`src/rtl/serial_adder.sv`:
```
`default_nettype none
// ============================================================================
//  Module   : serial_adder
//  Purpose  : Bit-serial WIDTH-bit adder with carry-in. One full-adder cell
//             and a carry flop consume one operand bit per clock, LSB first.
//             Start/busy/done handshake; S/COUT/OVF hold between operations.
//  Revision : 1.0  initial release
// ============================================================================
module serial_adder #(
   parameter int WIDTH = 8                // operand/sum width, 1..32
) (
   input  logic             clk_i,
   input  logic             rst_i,        // asynchronous, active-high
   input  logic             start_i,
   input  logic [WIDTH-1:0] a_i,
   input  logic [WIDTH-1:0] b_i,
   input  logic             cin_i,
   output logic [WIDTH-1:0] s_o,
   output logic             cout_o,
   output logic             ovf_o,
   output logic             busy_o,
   output logic             done_o
);

   // Counter only needs to reach WIDTH-1; keep at least one bit for WIDTH=1.
   localparam int CW = (WIDTH > 1) ? $clog2(WIDTH) : 1;
   localparam logic [CW-1:0] c_LAST = CW'(WIDTH - 1);

   localparam logic [0:0] c_IDLE = 1'b0;
   localparam logic [0:0] c_RUN  = 1'b1;

   logic [0:0]       state_q, state_d;
   logic [WIDTH-1:0] a_sr_q, a_sr_d;
   logic [WIDTH-1:0] b_sr_q, b_sr_d;
   logic [WIDTH-1:0] res_q, res_d;
   logic             carry_q, carry_d;
   logic [CW-1:0]    cnt_q, cnt_d;
   logic [WIDTH-1:0] s_q, s_d;
   logic             cout_q, cout_d;
   logic             ovf_q, ovf_d;
   logic             busy_q, busy_d;
   logic             done_q, done_d;

   logic             w_sum_bit;
   logic             w_carry_nxt;
   logic [WIDTH-1:0] w_res_nxt;

   // Full-adder cell on the current LSBs and the carry flop.
   always_comb begin
      w_sum_bit   = a_sr_q[0] ^ b_sr_q[0] ^ carry_q;
      w_carry_nxt = (a_sr_q[0] & b_sr_q[0]) | (carry_q & (a_sr_q[0] ^ b_sr_q[0]));
   end

   // The new sum bit enters at the MSB so after WIDTH shifts bit 0 is the LSB.
   generate
      if (WIDTH == 1) begin : g_res_one
         assign w_res_nxt = w_sum_bit;
      end else begin : g_res_wide
         assign w_res_nxt = {w_sum_bit, res_q[WIDTH-1:1]};
      end
   endgenerate

   // Next-state logic: accept in IDLE, one bit per cycle in RUN.
   always_comb begin
      state_d = state_q;
      a_sr_d  = a_sr_q;
      b_sr_d  = b_sr_q;
      res_d   = res_q;
      carry_d = carry_q;
      cnt_d   = cnt_q;
      s_d     = s_q;
      cout_d  = cout_q;
      ovf_d   = ovf_q;
      busy_d  = busy_q;
      done_d  = 1'b0;
      case (state_q)
         c_IDLE: begin
            if (start_i) begin
               a_sr_d  = a_i;
               b_sr_d  = b_i;
               carry_d = cin_i;
               cnt_d   = '0;
               busy_d  = 1'b1;
               state_d = c_RUN;
            end
         end
         c_RUN: begin
            a_sr_d  = a_sr_q >> 1;
            b_sr_d  = b_sr_q >> 1;
            carry_d = w_carry_nxt;
            res_d   = w_res_nxt;
            cnt_d   = cnt_q + CW'(1);
            if (cnt_q == c_LAST) begin
               // carry_q is the carry into the MSB on this final step.
               s_d     = w_res_nxt;
               cout_d  = w_carry_nxt;
               ovf_d   = carry_q ^ w_carry_nxt;
               busy_d  = 1'b0;
               done_d  = 1'b1;
               cnt_d   = '0;
               state_d = c_IDLE;
            end
         end
         default: begin
            state_d = c_IDLE;
            busy_d  = 1'b0;
         end
      endcase
   end

   // State registers with asynchronous clear.
   always_ff @(posedge clk_i or posedge rst_i) begin
      if (rst_i) begin
         state_q <= c_IDLE;
         a_sr_q  <= '0;
         b_sr_q  <= '0;
         res_q   <= '0;
         carry_q <= 1'b0;
         cnt_q   <= '0;
         s_q     <= '0;
         cout_q  <= 1'b0;
         ovf_q   <= 1'b0;
         busy_q  <= 1'b0;
         done_q  <= 1'b0;
      end else begin
         state_q <= state_d;
         a_sr_q  <= a_sr_d;
         b_sr_q  <= b_sr_d;
         res_q   <= res_d;
         carry_q <= carry_d;
         cnt_q   <= cnt_d;
         s_q     <= s_d;
         cout_q  <= cout_d;
         ovf_q   <= ovf_d;
         busy_q  <= busy_d;
         done_q  <= done_d;
      end
   end

   assign s_o    = s_q;
   assign cout_o = cout_q;
   assign ovf_o  = ovf_q;
   assign busy_o = busy_q;
   assign done_o = done_q;

endmodule
`default_nettype wire

```
`config.mk`:
```
export PLATFORM = sky130hd
export DESIGN_NAME = serial_adder
export DESIGN_NICKNAME = d
export VERILOG_FILES = /design/src/rtl/serial_adder.sv
export SDC_FILE = /design/constraint.sdc
export NUM_CORES = 1
export LEC_CHECK = 0
export ABC_AREA = 1
export BUFFER_PORTS_ARGS = -buffer_cell sky130_fd_sc_hd__buf_2
export CAP_MARGIN = 10
export CORE_ASPECT_RATIO = 0.8
export CORE_MARGIN = 1
export CORE_UTILIZATION = 58
export DETAILED_ROUTE_END_ITERATION = 8
export PLACE_DENSITY = 0.83
export SYNTH_ARGS = -nofsm -noshare
export SYNTH_HDL_FRONTEND = slang
export SYNTH_SLANG_ARGS = --single-unit
export TNS_END_PERCENT = 5
```
`constraint.sdc`:
```
create_clock -name clk_i -period 2.9 [get_ports clk_i]
set_input_delay 0.58 -clock clk_i [delete_from_list [all_inputs] [get_ports clk_i]]
set_output_delay 0.58 -clock clk_i [all_outputs]
set_load 0.05 [all_outputs]
```
# --- Yosys cells after proc, flatten, opt, wreduce, memory -nomap -nowiden ---
# Index checks and enable logic that the tools add are counted.
totals:
  register_bits: 41
  in_bits: 20
  out_inout_bits: 12
  word_cells: 41
classes:
  n_addsub: 1
  eq_ne: 3
  mux: 17
  n_bitwise: 7
  n_reduce_logical: 2
ops:
  columns: ["operator", "n"]
  rows:
  - ["one-hot mux 8 bit (2 select lines)", 2]
  - ["2-to-1 mux 8 bit", 2]
  - ["2-to-1 mux 1 bit", 7]
  - ["2-to-1 mux 3 bit", 2]
  - ["one-hot mux 1 bit (2 select lines)", 3]
  - ["one-hot mux 3 bit (2 select lines)", 1]
  - ["AND reduction 2 bit", 2]
  - ["adder 3 x 1 -> 3 bit, second input constant", 1]
  - ["== test 3 bit, second input constant", 1]
  - ["bitwise XOR 1 bit", 3]
  - ["bitwise AND 1 bit", 2]
  - ["!= test 2 x 1 -> 1 bit, second input constant", 1]
  - ["!= test 2 bit, second input constant", 1]
  - ["inverter 1 bit", 1]
  - ["bitwise OR 1 bit", 1]

# --- Depth between registers and ports, before layout ---
# Gate-level depths: netlist of the first run.
depth:
  word_depth: 4
  mapped_depth: 6

# --- Worst setup path before layout of the first run ---
# OpenSTA, ideal clock, no wires.
synth_path:
  path_type: "reg2reg"
  from: "register cnt_q[0]"
  to: "register ovf_q (netlist: ovf_o)"
  arrival_time_ns: 1.175
  t_required_ns: 2.834
  path_slack_ns: 1.660
  stages_incl_launch_ff: 7
  path_cell_list: "dfrtp_1 -> ha_1 -> ha_1 -> nand2_4 -> buf_6 -> nand2_1 -> nand2_1"
synth_via:
  elab_chain_cells: 2
synth_rtl:
  columns: ["element", "line_no", "rtl"]
  rows:
  - ["start: declaration", "37", "logic [CW-1:0] cnt_q, cnt_d;"]
  - ["start signal: assignment", "131", "cnt_q <= cnt_d;"]
  - ["== test 3 bit", "93", "if (cnt_q == c_LAST) begin"]
  - ["AND reduction 2 bit (no line)", null, null]
  - ["end signal: assignment", "134", "ovf_q <= ovf_d;"]
  - ["end: declaration", "40", "logic ovf_q, ovf_d;"]
# Every way passes these cells.
# A chain may end at the register's enable or synchronous reset.

# --- Final worst setup path of the first run ---
layout_path:
  from: "register s_q[6] (netlist: s_o[6])"
  to: "output port s_o[6]"
layout_rtl:
  columns: ["element", "line_no", "rtl"]
  rows:
  - ["start: declaration", "38", "logic [WIDTH-1:0] s_q, s_d;"]
  - ["start signal: assignment", "120", "s_q <= '0;"]
  - ["start signal: assignment", "132", "s_q <= s_d;"]
  - ["end: declaration", "18", "output logic [WIDTH-1:0] s_o,"]
# No word-level cell between the ends.

==> results of run 1 <==
## flip-flops by register name, indices dropped and copies added (netlist names)
name / count
cout_o: 1
done_o: 1
state_q: 1
ovf_o: 1
b_sr_q: 8
carry_q: 1
s_o: 8
res_q: 7
cnt_q: 3
a_sr_q: 8
busy_o: 1
## final timing paths
check,endpoint,from,cells after the start
setup / recovery,s_o[6],s_o[6],1
hold / removal,ovf_o,rst_i,2
setup reg to reg,ovf_o,state_q,4
hold reg to reg,a_sr_q[4],a_sr_q[4],2
max in group asynchronous,a_sr_q[7],rst_i,3
min in group clk_i,a_sr_q[4],a_sr_q[4],2
## cell type report
class | instances | area (um2)
fillers | 221 | 812
multi-input cells | 125 | 618
repair buffers | 33 | 170
flip-flops and latches | 40 | 1000
clock buffers | 5 | 68.8
well taps | 38 | 47.5
clock inverters | 3 | 42.5
inverters | 12 | 47.5
## cell families (layout without fill, tap and decap cells)
kind of cell	Yosys count	count (layout)	share of synthesized area
flops	40	40	0.573
fa+ha+maj	4	4	0.0330
simple gates	106	106	0.261
buf+inv	22	53	0.0731
compound gates	15	15	0.0602
## stage by stage
stage,setup slack (ps),cells,hold WS (ps),instance area [um2]
CTS,1380,256,349,2000
detailed placement,1390,248,467,1880
global route,1270,256,389,2000
finish,1380,256,337,2000
floorplan,1400,187,442,1750
global placement,1450,248,458,1880
## cell usage after synthesis
library cell | count | area share
buf_2 | 4 | 0.011
buf_4 | 2 | 0.0086
buf_6 | 4 | 0.026
clkinv_1 | 1 | 0.0021
dfrtp_1 | 40 | 0.57
fa_1 | 1 | 0.011
ha_1 | 3 | 0.021
inv_1 | 10 | 0.021
inv_4 | 1 | 0.0036
nand2_1 | 68 | 0.15
nand2_4 | 1 | 0.0064
nand3_1 | 34 | 0.097
nor2_1 | 2 | 0.0043
nor2_4 | 1 | 0.0064
o21ai_0 | 7 | 0.020
o21ai_2 | 8 | 0.040
## routing by layer
metal,wire length [um],track usage,vias to the layer above
met3,154,0.0580,9
li1,-,-,661
met2,1550,0.356,31
met5,0,0,-
met1,1300,0.296,634
met4,83,0.133,0
## where the power goes
part	leakage [nW]	switching [mW]	internal [mW]
logic	0.480	0.605	0.264
registers	0.520	0.163	0.779
clock network	0.0541	0.192	0.254
==> impl_metrics.tcl, run 1 <==
set metrics [dict create \
    layout_common_cells "nand2_1 (68), dfrtp_1 (40), nand3_1 (34)" \
    area_growth_pct 14.3 \
    synth-seq-cells 40 \
    cts_buffer_depth 2 \
    portBuffers 31 \
    antenna_found_initial 0 \
    start_util 0.622 \
    worst_skew_pair.late_latency_ps 300 \
    wl_per_cell_um 12.0 \
    maxCapViolCount 0 \
    min_path_type "in -> async" \
    synth.cell_area_um2 1750 \
    num_rows 17 \
    grt-ovfl-total 0 \
    p_leak_nw 1.05 \
    dp.final_hpwl_um 2150 \
    synth_warnings 0 \
    peakVddDrop_mv 0.538 \
    rsz0062_at_grt "false" \
    syn_area_per_cell_um2 9.34 \
    grtUsageTotal 0.230 \
    cts_tree "yes" \
    netlist_instances 187 \
    clock_sinks 40 \
    drive_gt1_frac 0.239 \
    dieArea_um2 3240 \
    skew_ps 3.82 \
    root_buffer "clkbuf_8" \
    die_h_um 51.1 \
    cp-start-kind "register" \
    worst_setup_path_end_kind "output pin" \
    finalWirelength_um 3080 \
    grt_max_degree 25 \
    diodes 0 \
    final_common_cell "nand2_1" \
    core_um2 2810 \
    maxSlewViolCount 0 \
    clock.fmax_mhz 660 \
    powerDensity_nw_per_um2 1130 \
    finalNetCount 241 \
    rrSetupSlack_ps 1410 \
    p_total_mw 2.26 \
    cts_resized 0 \
    path_cells "buf_2" \
    layout_min_cycle_time_ps 1520 \
    final_util 0.711 \
    grt_pass1_wl_um 5470 \
    grt_pass1_vias 1268 \
    max_stage_delay_ps 370 \
    dr.first_iter.drc_count 93 \
    crit_arrival_ps 940 \
    syn-num-nets 211 \
    via_count 1335 \
    status "finished clean" \
    place.gp.congestion 0.779 \
    hold_viol 0 \
    dieWidth_um 63.4 \
    routed_via_density 5.21 \
    cp_max_fo 2 \
    dr.pass1.iters 4 \
    fin_crit_sh 0.522 \
    synth-seq-area-share 0.573 \
    drtAntennaViolNets 0 \
    max_slew_margin 0.515 \
    htreeDepth 2 \
    clk_pin_slew_ps 80 \
    drc 0 \
    ys_types 16 \
    slowest_stage "dfrtp_1" \
    critPathKind "reg -> out" \
    setup_tns_ps 0 \
    cts_hold_buf 0 \
    crit_family "flip-flops" \
    cts_inserted_buffers 5 \
    pin_count 32 \
    path_buf_inv 1 \
    worst_pin_slew_ps 728 \
    setup_violations 0 \
    required_ps 2320 \
    post_cts_buffers 0 \
]
No activity file was read; power rests on OpenSTA's default activity.
==> run 2, diff against run 1 <==
--- a/config.mk
+++ b/config.mk
@@ -10,9 +10,9 @@
 export CAP_MARGIN = 10
 export CORE_ASPECT_RATIO = 0.8
 export CORE_MARGIN = 1
-export CORE_UTILIZATION = 58
+export CORE_UTILIZATION = 54
 export DETAILED_ROUTE_END_ITERATION = 8
-export PLACE_DENSITY = 0.83
+export PLACE_DENSITY = 0.78
 export SYNTH_ARGS = -nofsm -noshare
 export SYNTH_HDL_FRONTEND = slang
 export SYNTH_SLANG_ARGS = --single-unit
==> constraint.sdc (replaced) <==
create_clock -name clk_i -period 1.5 [get_ports clk_i]
set_input_delay 0.3 -clock clk_i [delete_from_list [all_inputs] [get_ports clk_i]]
set_output_delay 0.3 -clock clk_i [all_outputs]
set_load 0.05 [all_outputs]
==> impl_metrics.tcl, run 2 (same netlist as run 1, synthesis figures left out) <==
set metrics [dict create \
    rrSetupSlack_ps 140 \
    layout_min_cycle_time_ps 1360 \
    reg2reg_depth 6 \
    place.gp.congestion 0.738 \
    layout_common_cells "nand2_1 (68), dfrtp_1 (40), nand3_1 (34)" \
    diodes 0 \
    grt_pass1_wl_um 4880 \
    wl_per_cell_um 10.9 \
    postLayoutSetupSlackWorst_ps 140 \
    max_slew_margin 0.678 \
    p_leak_nw 1.09 \
    hold_viol 0 \
    skew_ps 6.56 \
    worstReg2RegEnd "ovf_o" \
    die_h_um 52.9 \
    area_growth_pct 17.8 \
    rsz0062_at_grt "false" \
    worst_setup_path_end_kind "register" \
    setup_tns_ps 0 \
    final_area_um2 2060 \
    dp.final_hpwl_um 2060 \
    final_common_cell "nand2_1" \
    cp-start-kind "register" \
    preCtsSetupSlack_ps 135 \
    min_path_type "in -> async" \
    drive_gt1_frac 0.251 \
    finalNetCount 246 \
    start_util 0.566 \
    maxSlewViolCount 0 \
    crit_arrival_ps 1540 \
    routed_via_density 4.86 \
    dieArea_um2 3470 \
    cts_hold_buf 0 \
    critPathKind "reg -> reg" \
    drtAntennaViolNets 0 \
    maxCapViolCount 0 \
    htreeDepth 2 \
    grtUsageTotal 0.196 \
    clock_sinks 40 \
    finalWirelength_um 2880 \
    dr.pass1.iters 4 \
    via_count 1278 \
    r2r-start "cnt_q[0]" \
    status "finished clean" \
    cts_buffer_depth 2 \
    cts_tree "yes" \
    cts_inserted_buffers 5 \
    dpl-instance-area_um2 1950 \
    clk_pin_slew_ps 70 \
    drc 0 \
    cp_max_fo 10 \
    root_buffer "clkbuf_8" \
    peakVddDrop_mv 1.14 \
    dr.first_iter.drc_count 109 \
    worst_pin_slew_ps 483 \
    powerDensity_nw_per_um2 2160 \
    antenna_found_initial 0 \
    fin_crit_sh 0.906 \
    final_util 0.667 \
    grt-ovfl-total 0 \
    portBuffers 31 \
    post_cts_buffers 0 \
    dieWidth_um 65.6 \
    worst_skew_pair.late_latency_ps 290 \
    grt_pass1_vias 1090 \
    n_fill_cell 250 \
    setup_violations 0 \
    clock.fmax_mhz 735 \
    holdWs_ps 110 \
    pin_count 32 \
    core_um2 3090 \
    num_rows 18 \
    required_ps 1680 \
    grt_max_degree 41 \
    cts_resized 0 \
]
-- run 2: how the worst max path moves through the flow --
stage             start  endpoint  slack (ps)  depth (start not counted)
2_1_floorplan  cnt_q[0]     ovf_o         260                          6
3_3_place_gp   cnt_q[0]     ovf_o         180                          6
3_5_place_dp   cnt_q[0]     ovf_o         130                          6
4_1_cts        cnt_q[0]     ovf_o         130                          6
5_1_grt        cnt_q[0]     ovf_o          50                          6
6_report       cnt_q[0]     ovf_o         140                          6
-- run 2: per-stage QoR --
| stage | std cells | power [mW] |
|---|---|---|
| final | 263 | 4.44 |
| after global routing | 263 | 4.78 |
| after CTS | 263 | 4.48 |
| after detailed placement | 255 | 3.63 |
| after global placement | 255 | 3.57 |
| after floorplan | 187 | 3.22 |
-- run 2: worst max-delay path, stage by stage, from the launching register on --
cell and delay, ps:
dfrtp_1 400, ha_1 220, ha_1 210, nand2_4 150
clkinv_1 140, nand3_1 90, nand2_1 50
-- run 2: where the power goes --
group / leakage, nW / total (mW) / switching (mW) / internal, mW
Sequential: 0.520 / 1.78 / 0.269 / 1.51
Combinational: 0.513 / 1.81 / 1.21 / 0.602
Clock: 0.0552 / 0.851 / 0.358 / 0.494
-- run 2: area by class of cell --
type / count / area (um2) / area share
sequential: 40 / 1000 / 0.487
clock inverter: 2 / 35.0 / 0.0170
inverter: 12 / 47.5 / 0.0231
timing repair buffer: 38 / 233 / 0.113
multi-input combinational: 125 / 618 / 0.300
clock buffer: 6 / 72.6 / 0.0353
tap: 40 / 50.0 / 0.0243
-- run 2: per-layer routing --
layer | GRT usage | wire length (um)
met2 | 0.285 | 1290
met4 | 0.0543 | 0
met3 | 0.0711 | 138
met5 | 0 | 0
met1 | 0.275 | 1460
==> run 3, diff against run 2 <==
--- a/config.mk
+++ b/config.mk
@@ -10,9 +10,9 @@
 export CAP_MARGIN = 10
 export CORE_ASPECT_RATIO = 0.8
 export CORE_MARGIN = 1
-export CORE_UTILIZATION = 54
+export CORE_UTILIZATION = 49
 export DETAILED_ROUTE_END_ITERATION = 8
-export PLACE_DENSITY = 0.78
+export PLACE_DENSITY = 0.74
 export SYNTH_ARGS = -nofsm -noshare
 export SYNTH_HDL_FRONTEND = slang
 export SYNTH_SLANG_ARGS = --single-unit
==> constraint.sdc (replaced) <==
create_clock -name clk_i -period 1.2 [get_ports clk_i]
set_input_delay 0.24 -clock clk_i [delete_from_list [all_inputs] [get_ports clk_i]]
set_output_delay 0.24 -clock clk_i [all_outputs]
set_load 0.05 [all_outputs]
==> impl_metrics.tcl, run 3 (same netlist as run 1, synthesis figures left out) <==
set metrics [dict create \
    place.gp.congestion 0.720 \
    skew_ps 9.16 \
    p_leak_nw 1.14 \
    routed_via_density 4.96 \
    drive_gt1_frac 0.315 \
    grtUsageTotal 0.209 \
    min_delay_path_depth 3 \
    grt-ovfl-total 0 \
    dr.first_iter.drc_count 106 \
    clock_sinks 40 \
    crit_arrival_ps 1400 \
    cts_tree "yes" \
    worst_setup_path_end_kind "register" \
    dieArea_um2 3810 \
    finalWirelength_um 3420 \
    diodes 0 \
    start_util 0.510 \
    r2r-start "cnt_q[1]" \
    grt_pass1_vias 1285 \
    setup_violations 0 \
    pin_count 32 \
    min_path_type "in -> reg" \
    via_count 1359 \
    core_um2 3420 \
    cp-start-kind "register" \
    hold_viol 0 \
    worstHoldStart "a_i[7]" \
    worst_skew_pair.late_latency_ps 290 \
    drc 0 \
    critPathKind "reg -> reg" \
    maxSlewViolCount 0 \
    rsz0062_at_grt "true" \
    setup_tns_ps 0 \
    cts_inserted_buffers 5 \
    layout_min_cycle_time_ps 1190 \
    maxCapViolCount 0 \
    worstReg2RegEnd "cout_o" \
    portBuffers 31 \
    clock.fmax_mhz 840 \
    grt_pass1_wl_um 5780 \
    dp.final_hpwl_um 2200 \
    finalNetCount 255 \
    layout_common_cells "nand2_1 (66), dfrtp_1 (39), nand3_1 (34)" \
    wl_per_cell_um 12.5 \
    htreeDepth 2 \
    dr.pass1.iters 4 \
    peakVddDrop_mv 1.43 \
    fin_crit_sh 0.992 \
    drtAntennaViolNets 0 \
    die_h_um 55.4 \
    num_rows 19 \
    powerDensity_nw_per_um2 2680 \
    area_growth_pct 25.9 \
    cp_max_fo 4 \
    final_common_cell "nand2_1" \
    required_ps 1410 \
    cts_buffer_depth 2 \
    clk_pin_slew_ps 80 \
    hold_end "a_sr_q[7]" \
    reg2reg_depth 6 \
    worst_pin_slew_ps 252 \
    antenna_found_initial 0 \
    rrSetupSlack_ps 10 \
    max_slew_margin 0.833 \
    final_util 0.642 \
    root_buffer "clkbuf_8" \
    grt_max_degree 41 \
    n_fill_cell 283 \
    dieWidth_um 68.8 \
    holdWs_ps 180 \
    status "finished clean" \
]
run 3: cell types whose count changed in the layout (fill, tap and decap cells not counted), sizes merged:
| cell | before | now |
|---|---|---|
| buf | 38 | 45 |
| clkbuf | 6 | 8 |
| bufinv | 1 | 0 |
| clkinv | 2 | 1 |
| clkinvlp | 0 | 1 |
| dlygate4sd3 | 0 | 1 |
run 3: metrics by stage:
step / instance area (um2) / total power [mW] / std cells / setup slack (ps)
2_1_floorplan: 1750 / 4.03 / 187 / 3.04
3_3_place_gp: 2010 / 4.63 / 263 / -15.7
3_5_place_dp: 2010 / 4.70 / 263 / -57.4
4_1_cts: 2170 / 5.80 / 273 / -3.05
5_1_grt: 2200 / 6.36 / 274 / -46.8
6_report: 2200 / 5.89 / 274 / 9.60
run 3: worst max-delay path, cell delays in order, from the launching register on:
cell	delay (ps)
dfrtp_1	420
ha_4	180
ha_4	170
nand2_8	90
buf_4	130
nand2_1	60
o21ai_2	60
run 3: per-layer routing:
metal,share of wire,vias up,global-route usage
met5,0,-,0
met4,0.017,0,0.0875
met3,0.031,5,0.0496
met2,0.47,21,0.311
met1,0.48,644,0.290
li1,-,689,-
run 3: where the power goes:
group / total, mW / switching [mW] / internal, mW
clock: 0.925 / 0.458 / 0.467
sequential: 2.22 / 0.334 / 1.89
combinational: 2.74 / 1.70 / 1.04
total: 5.89 / 2.49 / 3.40
run 3: area by class of cell:
class	count	area, um2	share of cell area
multi-input combinational	125	663	0.302
sequential	40	1000	0.456
clock buffer	7	86.3	0.0393
inverter	12	48.8	0.0222
timing repair buffer	47	338	0.154
tap	42	52.6	0.0239
clock inverter	1	7.51	0.00341
run 3: repair_timing:
item,CTS,global route
endpoints found under the hold margin,40,0
setup buffers,0,1
hold buffers,1,0
gates cloned,1,0
resized for setup,7,6
pin swaps,0,4
setup endpoints to repair,10,11
run 3: worst max-delay path by stage:
stage	startpoint	endpoint	slack, ps	cells after the start
floorplan	cnt_q[0]	ovf_o	3	6
global placement	a_sr_q[0]	ovf_o	-20	5
detailed placement	a_sr_q[0]	ovf_o	-60	5
CTS	cnt_q[0]	cout_o	-3	6
global route	cnt_q[1]	ovf_o	-50	6
finish	cnt_q[1]	cout_o	10	6
